<file path="src/rtl/mac_idle_mon_if.sv">
// Control/status bundle of the MAC idle monitor: configuration and raw activity in,
// idle/wakeup status out. Valid/ready does not apply; every signal is sampled on each rx_clk edge.
interface mac_idle_mon_if #(
    parameter int N_CH  = 6,
    parameter int CNT_W = 32,
    parameter int PS_W  = 8
);
    logic [N_CH-1:0]  act_in;
    logic             mon_en;
    logic [N_CH-1:0]  ch_mask;
    logic             mode_level;
    logic [CNT_W-1:0] idle_thresh;
    logic [PS_W-1:0]  prescale;
    logic             int_clr;

    logic             idle_int;
    logic             idle_state;
    logic             wakeup;
    logic [N_CH-1:0]  wake_src;
    logic [CNT_W-1:0] idle_cnt;
    logic [1:0]       dbg_state;

    modport master (
        output act_in, mon_en, ch_mask, mode_level, idle_thresh, prescale, int_clr,
        input  idle_int, idle_state, wakeup, wake_src, idle_cnt, dbg_state
    );

    modport slave (
        input  act_in, mon_en, ch_mask, mode_level, idle_thresh, prescale, int_clr,
        output idle_int, idle_state, wakeup, wake_src, idle_cnt, dbg_state
    );
endinterface

</file>
<file path="src/rtl/mac_idle_mon.sv">
// Line-interface idle monitor: counts prescaled ticks without activity, raises a sticky
// idle interrupt at the threshold and reports which channels woke the link up.
module mac_idle_mon #(
    parameter int N_CH        = 6,
    parameter int CNT_W       = 32,
    parameter int PS_W        = 8,
    parameter int SYNC_STAGES = 2
) (
    input  logic           rx_clk,
    input  logic           n_hreset,
    mac_idle_mon_if.slave  bus
);
    typedef enum logic [1:0] {S_OFF, S_ACTIVE, S_COUNT, S_IDLE} state_e;

    state_e           state_q;
    logic [CNT_W-1:0] cnt_q;
    logic [CNT_W-1:0] thr_q;
    logic [CNT_W-1:0] cnt_inc;
    logic [PS_W-1:0]  ps_q;
    logic             idle_int_q;
    logic             idle_state_q;
    logic             wakeup_q;
    logic [N_CH-1:0]  wake_src_q;
    logic [N_CH-1:0]  act_s;
    logic [N_CH-1:0]  act_d;
    logic [N_CH-1:0]  act_vec;
    logic             any_act;
    logic             tick;
    logic             thr_chg;

    generate
        if (SYNC_STAGES == 0) begin : g_nosync
            assign act_s = bus.act_in;
        end else begin : g_sync
            logic [SYNC_STAGES-1:0][N_CH-1:0] sync_q;
            always_ff @(posedge rx_clk or negedge n_hreset) begin
                if (!n_hreset) begin
                    sync_q <= '0;
                end else begin
                    sync_q[0] <= bus.act_in;
                    for (int i = 1; i < SYNC_STAGES; i++) sync_q[i] <= sync_q[i-1];
                end
            end
            assign act_s = sync_q[SYNC_STAGES-1];
        end
    endgenerate

    assign act_vec = bus.mode_level ? (act_s & bus.ch_mask) : (act_s & ~act_d & bus.ch_mask);
    assign any_act = |act_vec;
    assign tick    = (ps_q == bus.prescale);
    assign thr_chg = (bus.idle_thresh != thr_q);
    assign cnt_inc = (&cnt_q) ? cnt_q : cnt_q + CNT_W'(1);

    always_ff @(posedge rx_clk or negedge n_hreset) begin
        if (!n_hreset) begin
            state_q      <= S_OFF;
            cnt_q        <= '0;
            ps_q         <= '0;
            thr_q        <= '1;
            act_d        <= '0;
            idle_int_q   <= 1'b0;
            idle_state_q <= 1'b0;
            wakeup_q     <= 1'b0;
            wake_src_q   <= '0;
        end else begin
            thr_q    <= bus.idle_thresh;
            act_d    <= act_s;
            wakeup_q <= 1'b0;
            // A threshold-hit set later in this block overrides the clear.
            if (bus.int_clr) idle_int_q <= 1'b0;
            if (!bus.mon_en) begin
                state_q      <= S_OFF;
                cnt_q        <= '0;
                ps_q         <= '0;
                idle_state_q <= 1'b0;
            end else begin
                case (state_q)
                    S_OFF: begin
                        state_q <= S_ACTIVE;
                        cnt_q   <= '0;
                        ps_q    <= '0;
                    end
                    S_ACTIVE: begin
                        cnt_q <= '0;
                        ps_q  <= '0;
                        if (!any_act) state_q <= S_COUNT;
                    end
                    S_COUNT: begin
                        if (any_act) begin
                            state_q <= S_ACTIVE;
                            cnt_q   <= '0;
                            ps_q    <= '0;
                        end else if (thr_chg) begin
                            cnt_q <= '0;
                            ps_q  <= '0;
                        end else if (tick) begin
                            ps_q  <= '0;
                            cnt_q <= cnt_inc;
                            if (bus.idle_thresh != '0 && cnt_inc == bus.idle_thresh) begin
                                state_q      <= S_IDLE;
                                idle_state_q <= 1'b1;
                                idle_int_q   <= 1'b1;
                            end
                        end else begin
                            ps_q <= ps_q + PS_W'(1);
                        end
                    end
                    S_IDLE: begin
                        if (any_act) begin
                            state_q      <= S_ACTIVE;
                            idle_state_q <= 1'b0;
                            wakeup_q     <= 1'b1;
                            wake_src_q   <= act_vec;
                            cnt_q        <= '0;
                            ps_q         <= '0;
                        end else if (thr_chg) begin
                            state_q      <= S_COUNT;
                            idle_state_q <= 1'b0;
                            cnt_q        <= '0;
                            ps_q         <= '0;
                        end
                    end
                    default: state_q <= S_OFF;
                endcase
            end
        end
    end

    assign bus.idle_int   = idle_int_q;
    assign bus.idle_state = idle_state_q;
    assign bus.wakeup     = wakeup_q;
    assign bus.wake_src   = wake_src_q;
    assign bus.idle_cnt   = cnt_q;
    assign bus.dbg_state  = state_q;
endmodule

</file>
<file path="src/flat_wrapper.sv">
// flat-port wrapper written by rule: the top's interface ports become plain ports
module mac_idle_mon_flat 
#(
    parameter int N_CH        = 6,
    parameter int CNT_W       = 32,
    parameter int PS_W        = 8,
    parameter int SYNC_STAGES = 2
)
  (rx_clk, n_hreset, bus_act_in, bus_mon_en, bus_ch_mask, bus_mode_level, bus_idle_thresh, bus_prescale, bus_int_clr, bus_idle_int, bus_idle_state, bus_wakeup, bus_wake_src, bus_idle_cnt, bus_dbg_state);
  mac_idle_mon_if #(.N_CH(N_CH), .CNT_W(CNT_W), .PS_W(PS_W)) bus_i ();
  input  logic rx_clk;
  input  logic n_hreset;
  input wire logic [$bits(bus_i.act_in)-1:0] bus_act_in;
  input wire logic [$bits(bus_i.mon_en)-1:0] bus_mon_en;
  input wire logic [$bits(bus_i.ch_mask)-1:0] bus_ch_mask;
  input wire logic [$bits(bus_i.mode_level)-1:0] bus_mode_level;
  input wire logic [$bits(bus_i.idle_thresh)-1:0] bus_idle_thresh;
  input wire logic [$bits(bus_i.prescale)-1:0] bus_prescale;
  input wire logic [$bits(bus_i.int_clr)-1:0] bus_int_clr;
  output wire logic [$bits(bus_i.idle_int)-1:0] bus_idle_int;
  output wire logic [$bits(bus_i.idle_state)-1:0] bus_idle_state;
  output wire logic [$bits(bus_i.wakeup)-1:0] bus_wakeup;
  output wire logic [$bits(bus_i.wake_src)-1:0] bus_wake_src;
  output wire logic [$bits(bus_i.idle_cnt)-1:0] bus_idle_cnt;
  output wire logic [$bits(bus_i.dbg_state)-1:0] bus_dbg_state;
  assign bus_i.act_in = bus_act_in;
  assign bus_i.mon_en = bus_mon_en;
  assign bus_i.ch_mask = bus_ch_mask;
  assign bus_i.mode_level = bus_mode_level;
  assign bus_i.idle_thresh = bus_idle_thresh;
  assign bus_i.prescale = bus_prescale;
  assign bus_i.int_clr = bus_int_clr;
  assign bus_idle_int = bus_i.idle_int;
  assign bus_idle_state = bus_i.idle_state;
  assign bus_wakeup = bus_i.wakeup;
  assign bus_wake_src = bus_i.wake_src;
  assign bus_idle_cnt = bus_i.idle_cnt;
  assign bus_dbg_state = bus_i.dbg_state;
  mac_idle_mon #(.N_CH(N_CH), .CNT_W(CNT_W), .PS_W(PS_W), .SYNC_STAGES(SYNC_STAGES)) u_core (.rx_clk(rx_clk), .n_hreset(n_hreset), .bus(bus_i));
endmodule
</file>
<file path="config.mk">
export PLATFORM = sky130hd
export DESIGN_NAME = mac_idle_mon_flat
export DESIGN_NICKNAME = d
export VERILOG_FILES = /design/src/rtl/mac_idle_mon_if.sv /design/src/rtl/mac_idle_mon.sv /design/src/flat_wrapper.sv
export SDC_FILE = /design/constraint.sdc
export NUM_CORES = 1
export LEC_CHECK = 0
export BUFFER_PORTS_ARGS = -buffer_cell sky130_fd_sc_hd__buf_2
export CORE_MARGIN = 2
export CORE_UTILIZATION = 40
export DETAILED_ROUTE_END_ITERATION = 10
export GPL_ROUTABILITY_DRIVEN = 0
export GPL_TIMING_DRIVEN = 0
export PLACE_DENSITY = 0.59
export SKIP_LAST_GASP = 1
export SLEW_MARGIN = 10
export SYNTH_ARGS = -nofsm -noshare
export SYNTH_HDL_FRONTEND = slang
export SYNTH_SLANG_ARGS = --single-unit
</file>
<file path="constraint.sdc">
create_clock -name rx_clk -period 3.4 [get_ports rx_clk]
set_input_delay 0.34 -clock rx_clk [delete_from_list [all_inputs] [get_ports rx_clk]]
set_output_delay 0.34 -clock rx_clk [all_outputs]
set_load 0.01 [all_outputs]
</file>
==> results of run 1 <==
[power breakdown]
group / internal, mW / total (mW) / leakage (nW) / switching [mW]
Sequential: 1.26 / 1.27 / 1.25 / 0.0172
Clock: 0.590 / 1.10 / 0.152 / 0.510
Combinational: 0.103 / 0.255 / 1.56 / 0.152
Total: 1.95 / 2.63 / 2.97 / 0.680
[cells by family (layout without fill, tap and decap cells)]
logic type | Yosys count | in the layout | share of synthesized area (%)
xor+xnor | 107 | 107 | 15.63
compound gates | 102 | 102 | 11.06
fa+ha+maj | 2 | 2 | 0.4140
mux | 4 | 4 | 0.7039
simple gates | 278 | 278 | 26.19
buf+inv | 46 | 171 | 3.519
flops | 101 | 101 | 42.48
[flip-flops by register name, indices dropped and copies added (netlist names)]
signal,flops
u_core.bus.idle_int,1
u_core.act_d,6
u_core.bus.idle_cnt,32
u_core.bus.idle_state,1
u_core.ps_q,8
u_core.bus.dbg_state,2
u_core.g_sync.sync_q,6
u_core.thr_q,32
u_core.bus.wakeup,1
u_core.bus.wake_src,6
u_core.act_s,6
[final cells by class]
type | count | area (um2)
Fill cell | 1399 | 7406
Multi-Input combinational cell | 493 | 3316
Sequential cell | 101 | 2570
Timing Repair Buffer | 109 | 595.6
Tap cell | 184 | 230.2
Clock buffer | 9 | 225.2
Buffer | 36 | 175.2
Clock inverter | 7 | 88.84
Inverter | 10 | 37.54
[per-layer routing]
metal	track usage, %	up-vias	routed length (um)
met5	0	-	0
met4	13.70	0	943
met3	5.820	75	1675
met2	37.32	311	8558
met1	30.67	2679	7741
li1	-	2563	-
[worst paths after layout]
kind	to	slack, ns	cells past startpoint
worst max-delay path	u_core.bus.dbg_state[0]	0.12	12
worst min-delay path	u_core.g_sync.sync_q[1]	0.07	1
worst max register to register	u_core.bus.dbg_state[0]	0.12	12
worst min register to register	u_core.act_s[4]	0.34	0
max in group asynchronous	u_core.thr_q[0]	2.22	3
min in group asynchronous	u_core.bus.idle_cnt[12]	0.47	2
[stage by stage]
step	utilization [%]	worst slack (ns)	hold WS, ns
floorplan	-	0.6134	0.04441
global placement	46.22	-0.2864	0.3343
detailed placement	46.43	-0.2582	0.3347
CTS	48.88	0.06898	0.06496
global route	49.43	-0.06936	0.06870
finish	49.43	0.1250	0.07363
[repair_timing]
action                     4_1_cts  5_1_grt
hold endpoints to repair        20        0
setup buffers                    3        5
pin swaps                        2        3
setup endpoints to repair        3        5
gates resized for setup          4        9
hold buffers                     1        0
[layout by cell type, fill, tap and decap left out, types with 3 or more instances in the layout]
master       n
a21oi_1     23
a311oi_1     3
a31oi_1      8
a32oi_1      3
and2_1       4
and3_1      17
and4_1       7
buf_1        3
buf_2      115
buf_4       11
clkbuf_1    10
clkbuf_16    9
clkbuf_2     3
dfrtp_1     67
dfstp_2     32
inv_1        9
inv_8        3
nand2_1     57
nand2b_1     3
nand3_1     32
nand3_2      3
nand4_1     30
nand4_4      3
nor2_1      43
nor2_2       3
nor2b_1     12
nor3_1      10
nor3b_1      4
nor4_1      18
nor4_2       3
nor4b_1      5
o211ai_1     4
o21ai_0     25
o221ai_1     3
o22ai_1      6
o31ai_1      8
or3_1        7
or4_1        3
xnor2_1     75
xor2_1      31
==> impl_results.md, run 1 <==
- Outcome: finished, final reports clean
- Design Area, Final: 7238 um2
- Final hold violations: 0
- Most common cell in the synthesized netlist: xnor2_1
- Drt pass-1 iters: 5
- Yosys cell types: 69
- DRC errors left: 0
- Largest net degree at the start of global routing: 67
- Wire length per cell: 19.93 um
- Area after DPL: 6799 um2
- RSZ-0062 raised after global routing: true
- CP startpoint: u_core.bus.idle_cnt[0]
- Synth Net Count: 699
- Gr usage total: 24.02%
- Fmax: 305.3 MHz
- Worst r2r src: u_core.bus.idle_cnt[0]
- Initial core utilization: 41.27%
- CTS tree: yes
- Initial antenna violation count: 0
- Maximum VDD drop: 0.2261 mV
- Area delta synth->final: 19.77%
- Most instantiated cells after synthesis: xnor2_1 (75), dfrtp_1 (69), nand2_1 (57)
- Max-cap violations: 0
- PwrDens: 363.1 nW/um2
- CP Max Fanout: 10
- CP Launch Type: flop
- Worst-Margin Slew: 0.9043 ns
- Asr flop ratio synth: 100.0%
- Post-synth EDFFs: 0
- Top cell type's share of synthesized area: 28.57%
- Final antenna diode count: 0
- Worst slew margin: 39.71%
- Total CTS buffers: 9
- WP buf/inv: 2
- Nets@finish: 819
- Post-route ant nets: 0
- Delay-heaviest family, CP: simple AND/OR/NAND/NOR gates
- Leading area contributor after synthesis: dfrtp_1
- Clock root cell: clkbuf_16
- Synth Cell Area: 6043 um2
- Worst EP arrival: 3.56 ns
- Ys Warns: 0
- Cells after Synth: 640
- DP Wirelength: 14420 um
- LEAKAGE: 2.966 nW
- Overflow after GRT: 0
- Hold Crit Start: bus_act_in[1]
- Crit path time final: 3.275 ns
- Crit path capture type: flop
- Drt total wl: 18920 um
- Power after layout: 2.628 mW
- #FFs+latches synth: 101
- Worst EP required: 3.69 ns
- Post-Place Cells: 924
- Rows: 44
- Final Max Tran Viols: 0
- Avg Inst Size Synth: 9.443 um2
- CTS sink cnt: 101
- Max Root-Sink Buffers: 2
- Total negative setup slack: 0 ns
- Crit share post-route: 96.32%
- Clock-pin slew on the worst setup and hold paths: 0.07 ns
- # IOs: 100
- Die Wd: 126.9 um
- Setup-failing EPs final: 0
- CP dominant cell by count: nor4_2
- Crit path kind: flop to flop
- Worst skew pair latency: 0.37 ns
- Layout Skew: 0.01037 ns
- First-pass GRT wire length: 29880 um
- Non-Filler Instances: 949
- Die Ht: 126.9 um
- Drt initial violations: 506
- Slowest Stage Delay on Critical Path: 0.40 ns
- Routed vias: 5628
- Die Footprint: 16110 um2
- Share of post-route cells with drive strength above 1: 26.93%
- Worst Hold Class: input pin to flop
- Via density: 5.930
- Register area share after synthesis: 42.48%
- Crit path max-delay cell type: dfrtp_2
- H-tree levels: 3
- Crit-path cells: ha_1 > clkbuf_2 > and3_1 > buf_2 > nand4_4 > nor4_2 > a21oi_1 > mux2_2 > or3b_1 > nor4_2 > nand4_1 > a41oi_2
- Port Buffers: 99
- Top_reg_cell synth: dfrtp_1
- Vias in the first global route: 5411
- Synth area leaders: dfrtp_1 (29%), dfstp_2 (14%), xnor2_1 (11%)
- Core area: 14640 um2
(Power assumes the default switching activity.)
==> inputs of run 2 (changes only) <==
--- a/config.mk
+++ b/config.mk
@@ -8,6 +8,7 @@
 export BUFFER_PORTS_ARGS = -buffer_cell sky130_fd_sc_hd__buf_2
 export CORE_MARGIN = 2
 export CORE_UTILIZATION = 40
+export CTS_BUF_LIST = sky130_fd_sc_hd__clkbuf_4 sky130_fd_sc_hd__clkbuf_8
 export DETAILED_ROUTE_END_ITERATION = 10
 export GPL_ROUTABILITY_DRIVEN = 0
 export GPL_TIMING_DRIVEN = 0
==> run 2 against run 1 <==
Sequential share of layout area rose by 0.41 points. Sequential cell count unchanged. Design area fell by 1.1%. Critical path depth grew 1. Utilization decreased by 0.56 points. Combinational power is essentially flat.
==> impl_results.md, run 2 (synthesis results as in run 1) <==
- CP Launch Type: flop
- Crit share post-route: 96.85% (+0.52 points)
- H-tree levels: 3 (unchanged)
- Post-Route Utilization: 48.86% (-0.56 points)
- Setup WS post-layout: 0.1072 ns (-0.01776 ns)
- Post-route ant nets: 0 (unchanged)
- Worst EP required: 3.72 ns (+0.03 ns)
- Outcome: finished, final reports clean
- First-pass GRT wire length: 29830 um (-0.16%)
- Layout Skew: 0.01321 ns (+0.002836 ns)
- Post-Place Cells: 924 (unchanged)
- Routed vias: 5631 (+0.053%)
- Most common cell after layout, fill and taps aside: buf_2
- Die Ht: 126.9 um (unchanged)
- Non-Filler Instances: 953 (+0.42%)
- LEAKAGE: 2.942 nW (-0.83%)
- Total CTS buffers: 9 (unchanged)
- Worst Hold Class: input pin to flop
- Drt initial violations: 589 (+16%)
- Most frequent cells in the layout: buf_2 (115), xnor2_1 (75), dfrtp_1 (67)
- Hold path cells: 1 (unchanged)
- Rows: 44 (unchanged)
- Die Wd: 126.9 um (unchanged)
- Final Max Tran Viols: 0 (unchanged)
- Area delta synth->final: 18.41%
- Via density: 5.909 (-0.37%)
- Drt pass-1 iters: 5 (unchanged)
- Nets@finish: 823 (+0.49%)
- Crit path capture type: flop
- Max Root-Sink Buffers: 2 (unchanged)
- Worst slew margin: 36.60% (-3.1 points)
- Clock root cell: clkbuf_8
- Clock-pin slew on the worst setup and hold paths: 0.11 ns (+0.04 ns)
- Maximum VDD drop: 0.1920 mV (-15%)
- Core area: 14640 um2 (unchanged)
- PwrDens: 330.1 nW/um2 (-9.1%)
- Setup-failing EPs final: 0 (unchanged)
- Wire length per cell: 19.82 um (-0.57%)
- Largest net degree at the start of global routing: 67 (unchanged)
- Worst skew pair latency: 0.40 ns (+0.03 ns)
- Share of post-route cells with drive strength above 1: 27.05% (+0.12 points)
- Max-cap violations: 0 (unchanged)
- Reg2reg path depth: 13 (+1)
- Worst EP arrival: 3.62 ns (+0.06 ns)
- Crit path time final: 3.293 ns (+0.01776 ns)
- Worst-Margin Slew: 0.9510 ns (+0.04662 ns)
- Overflow after GRT: 0 (unchanged)
- DRC errors left: 0 (unchanged)
- Initial core utilization: 41.27% (unchanged)
- Drt total wl: 18890 um (-0.15%)
- CP Max Fanout: 10 (unchanged)
- Initial antenna violation count: 0 (unchanged)
- Final antenna diode count: 0 (unchanged)
- DP Wirelength: 14420 um (unchanged)
- Pre-CTS WS: -0.2582 ns (unchanged)
- Final hold violations: 0 (unchanged)
- # IOs: 100 (unchanged)
- Gr usage total: 23.87% (-0.14 points)
- Fmax: 303.7 MHz (-0.54%)
- CTS tree: yes
- Worst Hold Slack: 0.03490 ns (-0.03873 ns)
- Vias in the first global route: 5405 (-0.11%)
- Port Buffers: 99 (unchanged)
- RSZ-0062 raised after global routing: true
- Crit path kind: flop to flop
- Die Footprint: 16110 um2 (unchanged)
- CTS sink cnt: 101 (unchanged)
==> run 2: changes by cell type in the layout (fill, tap and decap cells not counted), sizes merged <==
cell  change
buf       +4
==> run 2: per-stage QoR <==
| stage | power, mW | cell area (um2) | setup TNS (ns) |
|---|---|---|---|
| finish | 2.362 | 7156 | 0 |
| global route | 2.468 | 7156 | -0.04375 |
| CTS | 2.386 | 7057 | 0 |
| detailed placement | 1.550 | 6799 | -0.9781 |
| global placement | 1.539 | 6769 | -0.8961 |
| floorplan | 1.415 | 6043 | 0 |
==> run 2: final cells by class <==
type	instances	area, um2
inverters	10	37.54
clock buffers	9	123.9
well taps	184	230.2
repair buffers	113	625.6
plain buffers	36	175.2
multi-input cells	493	3304
fillers	1421	7488
flip-flops and latches	101	2570
clock inverters	7	88.84
==> run 2: routing by layer <==
layer  GRT usage [%]  wire, um  vias up
met5               0         0        -
met3           5.483      1559       70
met1           30.83      7855     2707
met2           37.35      8534      284
met4           12.73       939        0
li1                -         -     2570
==> run 2: worst max-delay path: stages, from the launching register on <==
cell and delay [ns]:
dfrtp_2 0.41, ha_1 0.15, clkbuf_2 0.19, nand3_2 0.18
nor4_4 0.30, buf_4 0.18, buf_2 0.22, nand3_1 0.23
nand3b_1 0.19, a22o_1 0.16, nand4b_1 0.13, nor4_2 0.27
nand4_1 0.31, a41oi_2 0.29
==> run 2: what timing repair did <==
| action | 4_1_cts | 5_1_grt |
|---|---|---|
| gates resized for setup | 4 | 7 |
| gates cloned | 0 | 0 |
| setup buffers | 3 | 9 |
| hold endpoints to repair | 20 | 0 |
| setup endpoints to repair | 3 | 5 |
| pin swaps | 2 | 3 |
| hold buffers | 1 | 0 |
==> run 2: report_power, final <==
| part | total [mW] | switching (mW) | internal, mW |
|---|---|---|---|
| clock network | 0.834 | 0.475 | 0.359 |
| logic | 0.255 | 0.152 | 0.103 |
| registers | 1.27 | 0.0171 | 1.26 |
==> run 2: path summary, 6_finish.rpt <==
path | start | endpoint | slack, ns
min | bus_act_in[1] | u_core.g_sync.sync_q[1] | 0.03
max reg2reg | u_core.bus.idle_cnt[0] | u_core.bus.dbg_state[0] | 0.11
max | u_core.bus.idle_cnt[0] | u_core.bus.dbg_state[0] | 0.11
min reg2reg | u_core.g_sync.sync_q[4] | u_core.act_s[4] | 0.34
min in group asynchronous | n_hreset | u_core.bus.idle_cnt[12] | 0.43
max in group asynchronous | n_hreset | u_core.thr_q[23] | 2.26
==> inputs of run 3 (changes only) <==
--- a/config.mk
+++ b/config.mk
@@ -6,7 +6,6 @@
 export NUM_CORES = 1
 export LEC_CHECK = 0
 export BUFFER_PORTS_ARGS = -buffer_cell sky130_fd_sc_hd__buf_2
-export CORE_MARGIN = 2
 export CORE_UTILIZATION = 40
 export CTS_BUF_LIST = sky130_fd_sc_hd__clkbuf_4 sky130_fd_sc_hd__clkbuf_8
 export DETAILED_ROUTE_END_ITERATION = 10
==> run 3 against run 2 <==
The run now ends with design-rule violations left. Clock skew rose by 0.00083 ns. Sequential cell count did not move. Die area fell by 3.1%. Count of clock-buffer cells in the layout rose by 1. Clock power fell by 2%. Non-clock buffer count rose by 2. Sequential share of layout area barely moved. Critical path type unchanged. Critical endpoint unchanged. Design area barely moved. Critical path depth fell by 2. Via count fell by 0.32%. Hold slack improved by 0.0043 ns.
==> impl_results.md, run 3 (synthesis results as in run 1) <==
- Slowest Stage Delay on Critical Path: 0.46 ns (+0.05 ns)
- Drt initial violations: 495 (-16%)
- Met3 wire len: 1368 um (-12%)
- Die Footprint: 15600 um2 (-3.1%)
- LEAKAGE: 2.952 nW (+0.36%)
- Port Buffers: 99 (unchanged)
- Routed wl met2: 8527 um (about the same)
- Crit path capture type: flop
- CTS sink cnt: 101 (unchanged)
- Final Max Tran Viols: 0 (unchanged)
- Rows: 44 (unchanged)
- Share of post-route cells with drive strength above 1: 26.85% (-0.20 points)
- Fillers: 1458 (+2.6%)
- DRT met1 WL: 7945 um (+1.1%)
- Clock root cell: clkbuf_8
- # IOs: 100 (unchanged)
- Crit share post-route: 97.21% (+0.36 points)
- Max Root-Sink Buffers: 2 (unchanged)
- Worst-Margin Slew: 0.9858 ns (+0.03484 ns)
- Layout Skew: 0.01403 ns (+0.0008265 ns)
- Worst EP required: 3.72 ns (about the same)
- Worst skew pair latency: 0.40 ns (about the same)
- Pre-CTS WS: -0.2195 ns (+0.03868 ns)
- Vias in the first global route: 5430 (+0.46%)
- Worst Hold Class: input pin to flop
- Design Area, Final: 7159 um2 (about the same)
- DRC errors left: 14 (+14)
- CP dominant cell by count: nand4_1
- Final antenna diode count: 0 (unchanged)
- Die Wd: 124.9 um (-1.6%)
- Clock-pin slew on the worst setup and hold paths: 0.11 ns (about the same)
- Crit-path cells: ha_1 > buf_2 > nand3_4 > nor4_4 > buf_4 > nand4_1 > mux2_2 > or3b_1 > nor4_2 > nand4_1 > a41oi_2
- Setup WS post-layout: 0.09486 ns (-0.01236 ns)
- Gr usage total: 24.65% (+0.78 points)
- Worst slew margin: 34.28% (-2.3 points)
- CP Max Fanout: 8 (-2)
- Crit path kind: flop to flop
- PwrDens: 327.8 nW/um2 (-0.69%)
- Largest net degree at the start of global routing: 58 (-13%)
- Setup-failing EPs final: 0 (unchanged)
- Initial antenna violation count: 0 (unchanged)
- Crit path time final: 3.305 ns (+0.01236 ns)
- WP buf/inv: 2 (-1)
- Wire length per cell: 19.63 um (-0.98%)
- Outcome: finished, violations left
- Total CTS buffers: 9 (unchanged)
- Nets@finish: 825 (+0.24%)
- Worst EP arrival: 3.63 ns (about the same)
- Overflow after GRT: 0 (unchanged)
- Core area: 14640 um2 (unchanged)
- Crit path max-delay cell type: nor4_4
- Die Ht: 124.9 um (-1.6%)
- DP Wirelength: 14260 um (-1.2%)
- Most frequent cells in the layout: buf_2 (114), xnor2_1 (75), dfrtp_1 (67)
- Drt total wl: 18740 um (-0.77%)
- Maximum VDD drop: 0.1905 mV (-0.79%)
- Max-cap violations: 0 (unchanged)
- First-pass GRT wire length: 29630 um (-0.67%)
- Post-route ant nets: 0 (unchanged)
- Delay-heaviest family, CP: simple AND/OR/NAND/NOR gates
- Via density: 5.877 (-0.53%)
- CP Launch Type: flop
- Area delta synth->final: 18.47% (about the same)
- Most common cell after layout, fill and taps aside: buf_2
- Failing checks: design-rule violations
- Area after DPL: 6799 um2 (unchanged)
- Drt pass-1 iters: 8 (+3)
- Fmax: 302.6 MHz (-0.37%)
- Final hold violations: 0 (unchanged)
- Routed vias: 5613 (-0.32%)
- H-tree levels: 3 (unchanged)
- Top routing layer used: met4
- CTS tree: yes
- Initial core utilization: 41.27% (unchanged)
- Post-Route Utilization: 48.89% (about the same)
run 3: metal layers:
| layer | GRT usage, % | up-vias |
|---|---|---|
| li1 | - | 2572 |
| met1 | 31.50 | 2715 |
| met2 | 39.85 | 268 |
| met3 | 3.909 | 58 |
| met4 | 14.06 | 0 |
| met5 | 0 | - |
run 3: area by class of cell:
cell class                      instances  area (um2)  share of cell area (%)
Sequential cell                       101        2570                   35.90
Inverter                               10       37.54                  0.5243
Buffer                                 36       180.2                   2.517
Multi-Input combinational cell        493        3293                   46.00
Timing Repair Buffer                  115       640.6                   8.948
Tap cell                              184       230.2                   3.216
Clock inverter                          6       76.32                   1.066
Clock buffer                           10       131.4                   1.835
run 3: power breakdown:
part           switching [mW]  total [mW]  internal (mW)
Sequential             0.0174        1.27           1.26
Combinational           0.151       0.253          0.103
Clock                   0.457       0.820          0.363
Total                   0.625        2.35           1.72
run 3: what timing repair did:
item,in CTS,in global routing
resized for setup,3,10
cloned,0,0
setup endpoints to repair,3,3
endpoints found under the hold margin,41,0
setup buffers,4,10
pin swaps,1,4
hold buffers,1,0
run 3: path summary, 6_finish.rpt:
check                                              from                       to  slack (ns)  cells past startpoint
worst max-delay path             u_core.bus.idle_cnt[1]  u_core.bus.dbg_state[0]        0.09                     11
max in group asynchronous                      n_hreset         u_core.thr_q[18]        2.18                      3
min in group asynchronous                      n_hreset        u_core.bus.wakeup        0.47                      2
worst max register to register   u_core.bus.idle_cnt[1]  u_core.bus.dbg_state[0]        0.09                     11
worst min register to register  u_core.g_sync.sync_q[1]          u_core.act_s[1]        0.35                      0
worst min-delay path                      bus_act_in[5]  u_core.g_sync.sync_q[5]        0.04                      1
run 3: stage by stage:
stage / std cells / TNS, ns / hold WS [ns] / power, mW
floorplan: 640 / 0 / 0.04441 / 1.415
global placement: 923 / -0.8680 / 0.3338 / 1.538
detailed placement: 924 / -0.6962 / 0.3379 / 1.548
CTS: 945 / 0 / 0.02056 / 2.377
global route: 955 / -0.02042 / 0.02974 / 2.454
finish: 955 / 0 / 0.03916 / 2.347
